<file path="src/rtl/gp_regfile_pkg.sv">
// gp_regfile_pkg: shared constants and the bulk-clear FSM state encoding
// for the general-purpose register file.
package gp_regfile_pkg;

  localparam int DATA_W_DEF = 32;
  localparam int ADDR_W_DEF = 5;

  typedef enum logic [1:0] {
    IDLE  = 2'd0,
    CLEAR = 2'd1,
    DONE  = 2'd2
  } clrState_t;

endpackage

</file>
<file path="src/rtl/gp_regfile_clr_ctl.sv">
// gp_regfile_clr_ctl: bulk-clear sequencer. On a request it walks a counter
// over every entry (one per cycle), then raises a one-cycle done pulse.
// Requests arriving while a clear is underway are ignored.
module gp_regfile_clr_ctl
  import gp_regfile_pkg::*;
#(
  parameter int ADDR_W = ADDR_W_DEF
) (
  input  logic              clk,
  input  logic              rst,
  input  logic              clrReq,
  output logic              clrWe,
  output logic [ADDR_W-1:0] clrAddr,
  output logic              clrBusy,
  output logic              clrDone,
  output logic              fsmIdle
);

  localparam logic [ADDR_W-1:0] CNT_ZERO  = {ADDR_W{1'b0}};
  localparam logic [ADDR_W-1:0] CNT_ONE   = {{(ADDR_W-1){1'b0}}, 1'b1};
  localparam logic [ADDR_W-1:0] LAST_ADDR = {ADDR_W{1'b1}};

  clrState_t         state_r;
  logic [ADDR_W-1:0] cnt_r;

  // Clear FSM, counter and registered status flags; the counter is parked
  // at zero on the last entry so it never wraps inside one clear.
  always_ff @(posedge clk or posedge rst) begin
    if (rst) begin
      state_r <= IDLE;
      cnt_r   <= CNT_ZERO;
      clrBusy <= 1'b0;
      clrDone <= 1'b0;
    end else begin
      case (state_r)
        IDLE: begin
          clrDone <= 1'b0;
          if (clrReq) begin
            state_r <= CLEAR;
            cnt_r   <= CNT_ZERO;
            clrBusy <= 1'b1;
          end else begin
            clrBusy <= 1'b0;
          end
        end
        CLEAR: begin
          if (cnt_r == LAST_ADDR) begin
            state_r <= DONE;
            cnt_r   <= CNT_ZERO;
            clrBusy <= 1'b0;
            clrDone <= 1'b1;
          end else begin
            cnt_r   <= cnt_r + CNT_ONE;
          end
        end
        DONE: begin
          state_r <= IDLE;
          clrBusy <= 1'b0;
          clrDone <= 1'b0;
        end
        default: begin
          state_r <= IDLE;
          cnt_r   <= CNT_ZERO;
          clrBusy <= 1'b0;
          clrDone <= 1'b0;
        end
      endcase
    end
  end

  assign clrWe   = (state_r == CLEAR);
  assign clrAddr = cnt_r;
  assign fsmIdle = (state_r == IDLE);

endmodule

</file>
<file path="src/rtl/gp_regfile.sv">
// gp_regfile: DEPTH x DATA_W register file, two combinational read ports,
// one write port, optional hardwired-zero entry 0 and a bulk-clear engine.
// Optional feature macro: GP_REGFILE_BYPASS_EN forwards same-cycle write
// data to a read port addressing the entry being written (IDLE only).
module gp_regfile
  import gp_regfile_pkg::*;
#(
  parameter int DATA_W   = DATA_W_DEF,
  parameter int ADDR_W   = ADDR_W_DEF,
  parameter int ZERO_REG = 1
) (
  input  logic              clk,
  input  logic              rst,
  input  logic [ADDR_W-1:0] rAddr1,
  output logic [DATA_W-1:0] rDout1,
  input  logic [ADDR_W-1:0] rAddr2,
  output logic [DATA_W-1:0] rDout2,
  input  logic [ADDR_W-1:0] wAddr,
  input  logic [DATA_W-1:0] wDin,
  input  logic              wEna,
  input  logic              clrReq,
  output logic              clrBusy,
  output logic              clrDone
);

  localparam int                DEPTH     = 2 ** ADDR_W;
  localparam bit                ZERO_EN   = (ZERO_REG != 0);
  localparam logic [ADDR_W-1:0] ADDR_ZERO = {ADDR_W{1'b0}};
  localparam logic [DATA_W-1:0] DATA_ZERO = {DATA_W{1'b0}};

  logic [DATA_W-1:0] mem_r [DEPTH];
  logic              clrWe_s;
  logic [ADDR_W-1:0] clrAddr_s;
  logic              fsmIdle_s;
  logic              wrOk_s;
  logic              isZero1_s;
  logic              isZero2_s;
  logic              bypHit1_s;
  logic              bypHit2_s;

  gp_regfile_clr_ctl #(
    .ADDR_W (ADDR_W)
  ) u_clrCtl (
    .clk     (clk),
    .rst     (rst),
    .clrReq  (clrReq),
    .clrWe   (clrWe_s),
    .clrAddr (clrAddr_s),
    .clrBusy (clrBusy),
    .clrDone (clrDone),
    .fsmIdle (fsmIdle_s)
  );

  // User writes only land while the clear engine is idle; entry 0 is
  // never written when it is hardwired to zero.
  assign wrOk_s    = fsmIdle_s & wEna & ~(ZERO_EN & (wAddr == ADDR_ZERO));
  assign isZero1_s = ZERO_EN & (rAddr1 == ADDR_ZERO);
  assign isZero2_s = ZERO_EN & (rAddr2 == ADDR_ZERO);

`ifdef GP_REGFILE_BYPASS_EN
  assign bypHit1_s = fsmIdle_s & wEna & (rAddr1 == wAddr);
  assign bypHit2_s = fsmIdle_s & wEna & (rAddr2 == wAddr);
`else
  assign bypHit1_s = 1'b0;
  assign bypHit2_s = 1'b0;
`endif

  // Storage: async reset zeroes everything; the clear engine has priority
  // over (and blocks) user writes.
  always_ff @(posedge clk or posedge rst) begin
    if (rst) begin
      for (int i = 0; i < DEPTH; i++) begin
        mem_r[i] <= DATA_ZERO;
      end
    end else if (clrWe_s) begin
      mem_r[clrAddr_s] <= DATA_ZERO;
    end else if (wrOk_s) begin
      mem_r[wAddr] <= wDin;
    end
  end

  // Read port 1: hardwired zero first, then forwarding, then storage.
  always_comb begin
    rDout1 = DATA_ZERO;
    if (isZero1_s) begin
      rDout1 = DATA_ZERO;
    end else if (bypHit1_s) begin
      rDout1 = wDin;
    end else begin
      rDout1 = mem_r[rAddr1];
    end
  end

  // Read port 2: same priority as port 1.
  always_comb begin
    rDout2 = DATA_ZERO;
    if (isZero2_s) begin
      rDout2 = DATA_ZERO;
    end else if (bypHit2_s) begin
      rDout2 = wDin;
    end else begin
      rDout2 = mem_r[rAddr2];
    end
  end

endmodule

</file>
<file path="config.mk">
export PLATFORM = sky130hd
export DESIGN_NAME = gp_regfile
export DESIGN_NICKNAME = d
export VERILOG_FILES = /design/src/rtl/gp_regfile_pkg.sv /design/src/rtl/gp_regfile_clr_ctl.sv /design/src/rtl/gp_regfile.sv
export SDC_FILE = /design/constraint.sdc
export NUM_CORES = 2
export LEC_CHECK = 0
export BUFFER_PORTS_ARGS = -buffer_cell sky130_fd_sc_hd__buf_2
export CAP_MARGIN = 40
export CORE_AREA = 2 2 397 399
export CTS_CLUSTER_SIZE = 28
export DETAILED_ROUTE_END_ITERATION = 8
export DIE_AREA = 0 0 399 401
export SETUP_SLACK_MARGIN = 0.02
export SYNTH_ARGS = -nofsm -noshare
export SYNTH_HDL_FRONTEND = slang
export SYNTH_HIERARCHICAL = 1
export SYNTH_SLANG_ARGS = --single-unit
</file>
<file path="constraint.sdc">
create_clock -name clk -period 72.9 [get_ports clk]
set_input_delay 14.58 -clock clk [delete_from_list [all_inputs] [get_ports clk]]
set_output_delay 14.58 -clock clk [all_outputs]
set_load 0.01 [all_outputs]
</file>
==> flow_summary.toml <==
[status]
status = "finished, final reports clean"

[yosys]
synth_ff_type = "dfrtp_1"
yosysWarnings = 6
synthSimpleGateAreaFrac_pct = 6.91
netlist_top_cells_area = "dfrtp_1 (48%), mux4_2 (19%), a22o_1 (11%)"
synthMuxAreaShare_pct = 22.4
syn_area_per_cell_sq_um = 12.3
yosysMostFrequentCell = "dfrtp_1"
yosysSeqAreaShare_pct = 47.8
async_flop_share_pct = 100
syn_nets = 4452
netlist.area_leader.share_pct = 47.8
synth_top_family_by_area = "multiplexers"
synth_fa_ha_area_share_pct = 0.0462
synth_cell_type_count = 46
synth_common_cells = "dfrtp_1 (1,033), a22o_1 (708), nand2_1 (620)"
synth-compound-area-share_pct = 19.0
ys_ff_latch = 1033
synth_edf_count = 0
synth_top_area_cell = "dfrtp_1"
synthCells = 4399
synth_area_sq_um = 54100
post_synth_xor_area_fraction_pct = 0.0324

[clock_network]
htreeDepth = 3
cts_root_buf = "clkbuf_16"
numCtsBuffers = 111
cts_tree = "done"
cts_resized = 0
cts.sinks = 1033
cts_buffer_depth = 3
clk_pin_slew_ns = 0.06
postCtsSetupBuffers = 0
hold_buffers = 0
clk_latency_ns = 0.74

[detailed_routing]
dr_total_vias = 43300
postRouteAntennaNets = 0
via_per_inst = 6.73
drt_drc_violations_left = 0
wire_per_inst_um = 34.9
drt_iter0_drc = 5871
first_pass_iters = 6
wirelength_mm = 225

[sta]
setup_viol = 0
relSlewSlack_pct = 28.1
rsz0062_at_grt = "no"
worst_slew_pin_slew_ns = 1.08
fin_crit_sh_pct = 45.5
finalCriticalPeriod_ns = 33.20
fmax_ghz = 0.0301
fin_skew_ns = 0.0114
tns_ns = 0
report.final.slew_viol_count = 0
hold_violations = 0

[setup_path]
crit_path_start_kind = "input port"
crit_fanout = 37
critPathArrivalTime_ns = 18.62
endpoint_kind = "primary output"
cp_data_required_time_ns = 58.32
criticalPathCategory = "input port to primary output"

[finish]
fillCellCount = 14500
fin_nets = 4329
multiInputGateArea_sq_um = 26700
drive_above_1_share_pct = 24.7
ff_latch_area_sq_um = 25800
area_delta_synth_final_pct = 13.7

[floorplan]
ios = 117
die_h_um = 401
core_area_sq_um = 156000
dieArea_sq_um = 160000
fp.dieW_um = 399
start_util_pct = 34.8
row_count = 145

[global_routing]
antenna_found_initial = 23
grt_max_degree = 179
overflow = 0
grt_pass1_vias = 42700
grt_pass1_wl_mm = 321
track_usage_pct = 27.7

[power]
power_density_nw_per_um2 = 23.1
p_total_uw = 1420
leakage_uw = 0.0264
ir_drop_v = 0.0000183

[place]
gp_congestion = 0.884
post-dp-hpwl_mm = 128
io_buffers = 116

[worst_hold_path]
worstHoldPathType = "flip-flop to flip-flop"

[flow_run]
maxCapViolations = 0
layout make-up:
cell class | instances | area share, %
Tap cell | 2058 | 4.19
Multi-Input combinational cell | 2835 | 43.4
Clock buffer | 165 | 5.51
Inverter | 6 | 0.0549
Timing Repair Buffer | 289 | 3.72
Clock inverter | 42 | 1.06
Sequential cell | 1033 | 42.0
Antenna cell | 8 | 0.0325
per-stage QoR:
step / hold slack [ns] / utilization (%) / instances / setup slack, ns / area [sq um]
2_1_floorplan: 0.467 / - / 4399 / 29.50 / 54100
3_3_place_gp: 0.474 / 36.5 / 6184 / 39.44 / 56900
3_5_place_dp: 0.492 / 36.9 / 6219 / 39.72 / 57500
4_1_cts: 0.507 / 39.5 / 6426 / 39.72 / 61500
5_1_grt: 0.522 / 39.5 / 6429 / 39.65 / 61500
6_report: 0.504 / 39.5 / 6436 / 39.70 / 61500
state kept, by name, indices dropped and copies added, names as in the netlist:
register,count
mem_r,1024
u_clrCtl/clrBusy,1
u_clrCtl/clrDone,1
u_clrCtl/state_r,2
u_clrCtl/clrAddr,5
power breakdown:
group / internal, uW / total, uW / switching [uW] / leakage (uW)
Sequential: 585 / 597 / 11.7 / 0.0144
Combinational: 51.2 / 195 / 144 / 0.0101
Clock: 377 / 631 / 254 / 0.00199
logic make-up (layout without fill, tap and decap cells):
family / Yosys count / in the layout
AO/OA/AOI/OAI: 1358 / 1358
XOR/XNOR: 2 / 2
adder cells (fa/ha/maj): 2 / 2
buffers and inverters: 531 / 502
flip-flops: 1033 / 1033
multiplexers: 641 / 641
other: 0 / 8
AND/OR/NAND/NOR: 832 / 832
critical path, stage by stage:
cell	delay, ns
buf_6	0.34
buf_4	0.63
buf_4	0.69
inv_4	0.39
buf_4	0.44
mux2_2	0.31
o21ai_0	0.09
a311oi_1	0.79
buf_2	0.28
layout by cell type (no fill, tap or decap), drive strengths merged, types with 2 or more instances in the layout:
cell type  netlist  layout
ha               2       2
bufinv           0      16
or3b             3       3
a311oi          64      64
o2111ai         16      16
nand2b           6       6
a22oi           64      64
dfrtp         1033    1033
or2              2       2
nor2b           71      71
buf            106     289
inv              6       8
clkinvlp         0       3
o21ai          368     368
clkinv           0      21
and2            36      36
a211oi          64      64
mux2            65      65
a22o           708     708
diode            0       8
nor4             7       7
mux4           448     448
nor2            12      12
clkbuf         419     165
nand2          620     620
or4              2       2
nand3           35      35
mux2i          128     128
nor3            24      24
a221oi          48      48
and4b            2       2
nand3b           4       4
and3             3       3
a21oi           25      25
per-layer routing:
metal	GRT usage [%]	up-vias	part of all wire, %
met5	0	-	0.040
met4	17.7	16	7.6
met3	8.14	852	13
met2	40.0	3336	43
met1	36.3	22400	37
li1	-	16800	-
worst paths after layout:
| kind | from | end | slack (ns) | cells past startpoint |
|---|---|---|---|---|
| setup / recovery | rAddr2[0] | rDout2[2] | 39.70 | 9 |
| hold / removal | mem_r[995]$_DFFE_PP0P_ | mem_r[995]$_DFFE_PP0P_ | 0.50 | 1 |
| setup reg to reg | u_clrCtl/state_r[0]$_DFFE_PP0P_ | mem_r[601]$_DFFE_PP0P_ | 69.36 | 8 |
| min in group asynchronous | rst | mem_r[20]$_DFFE_PP0P_ | 13.84 | 2 |
| hold reg to reg | mem_r[995]$_DFFE_PP0P_ | mem_r[995]$_DFFE_PP0P_ | 0.50 | 1 |
| max in group asynchronous | rst | mem_r[783]$_DFFE_PP0P_ | 55.70 | 6 |
No activity file was read; power rests on OpenSTA's default activity.
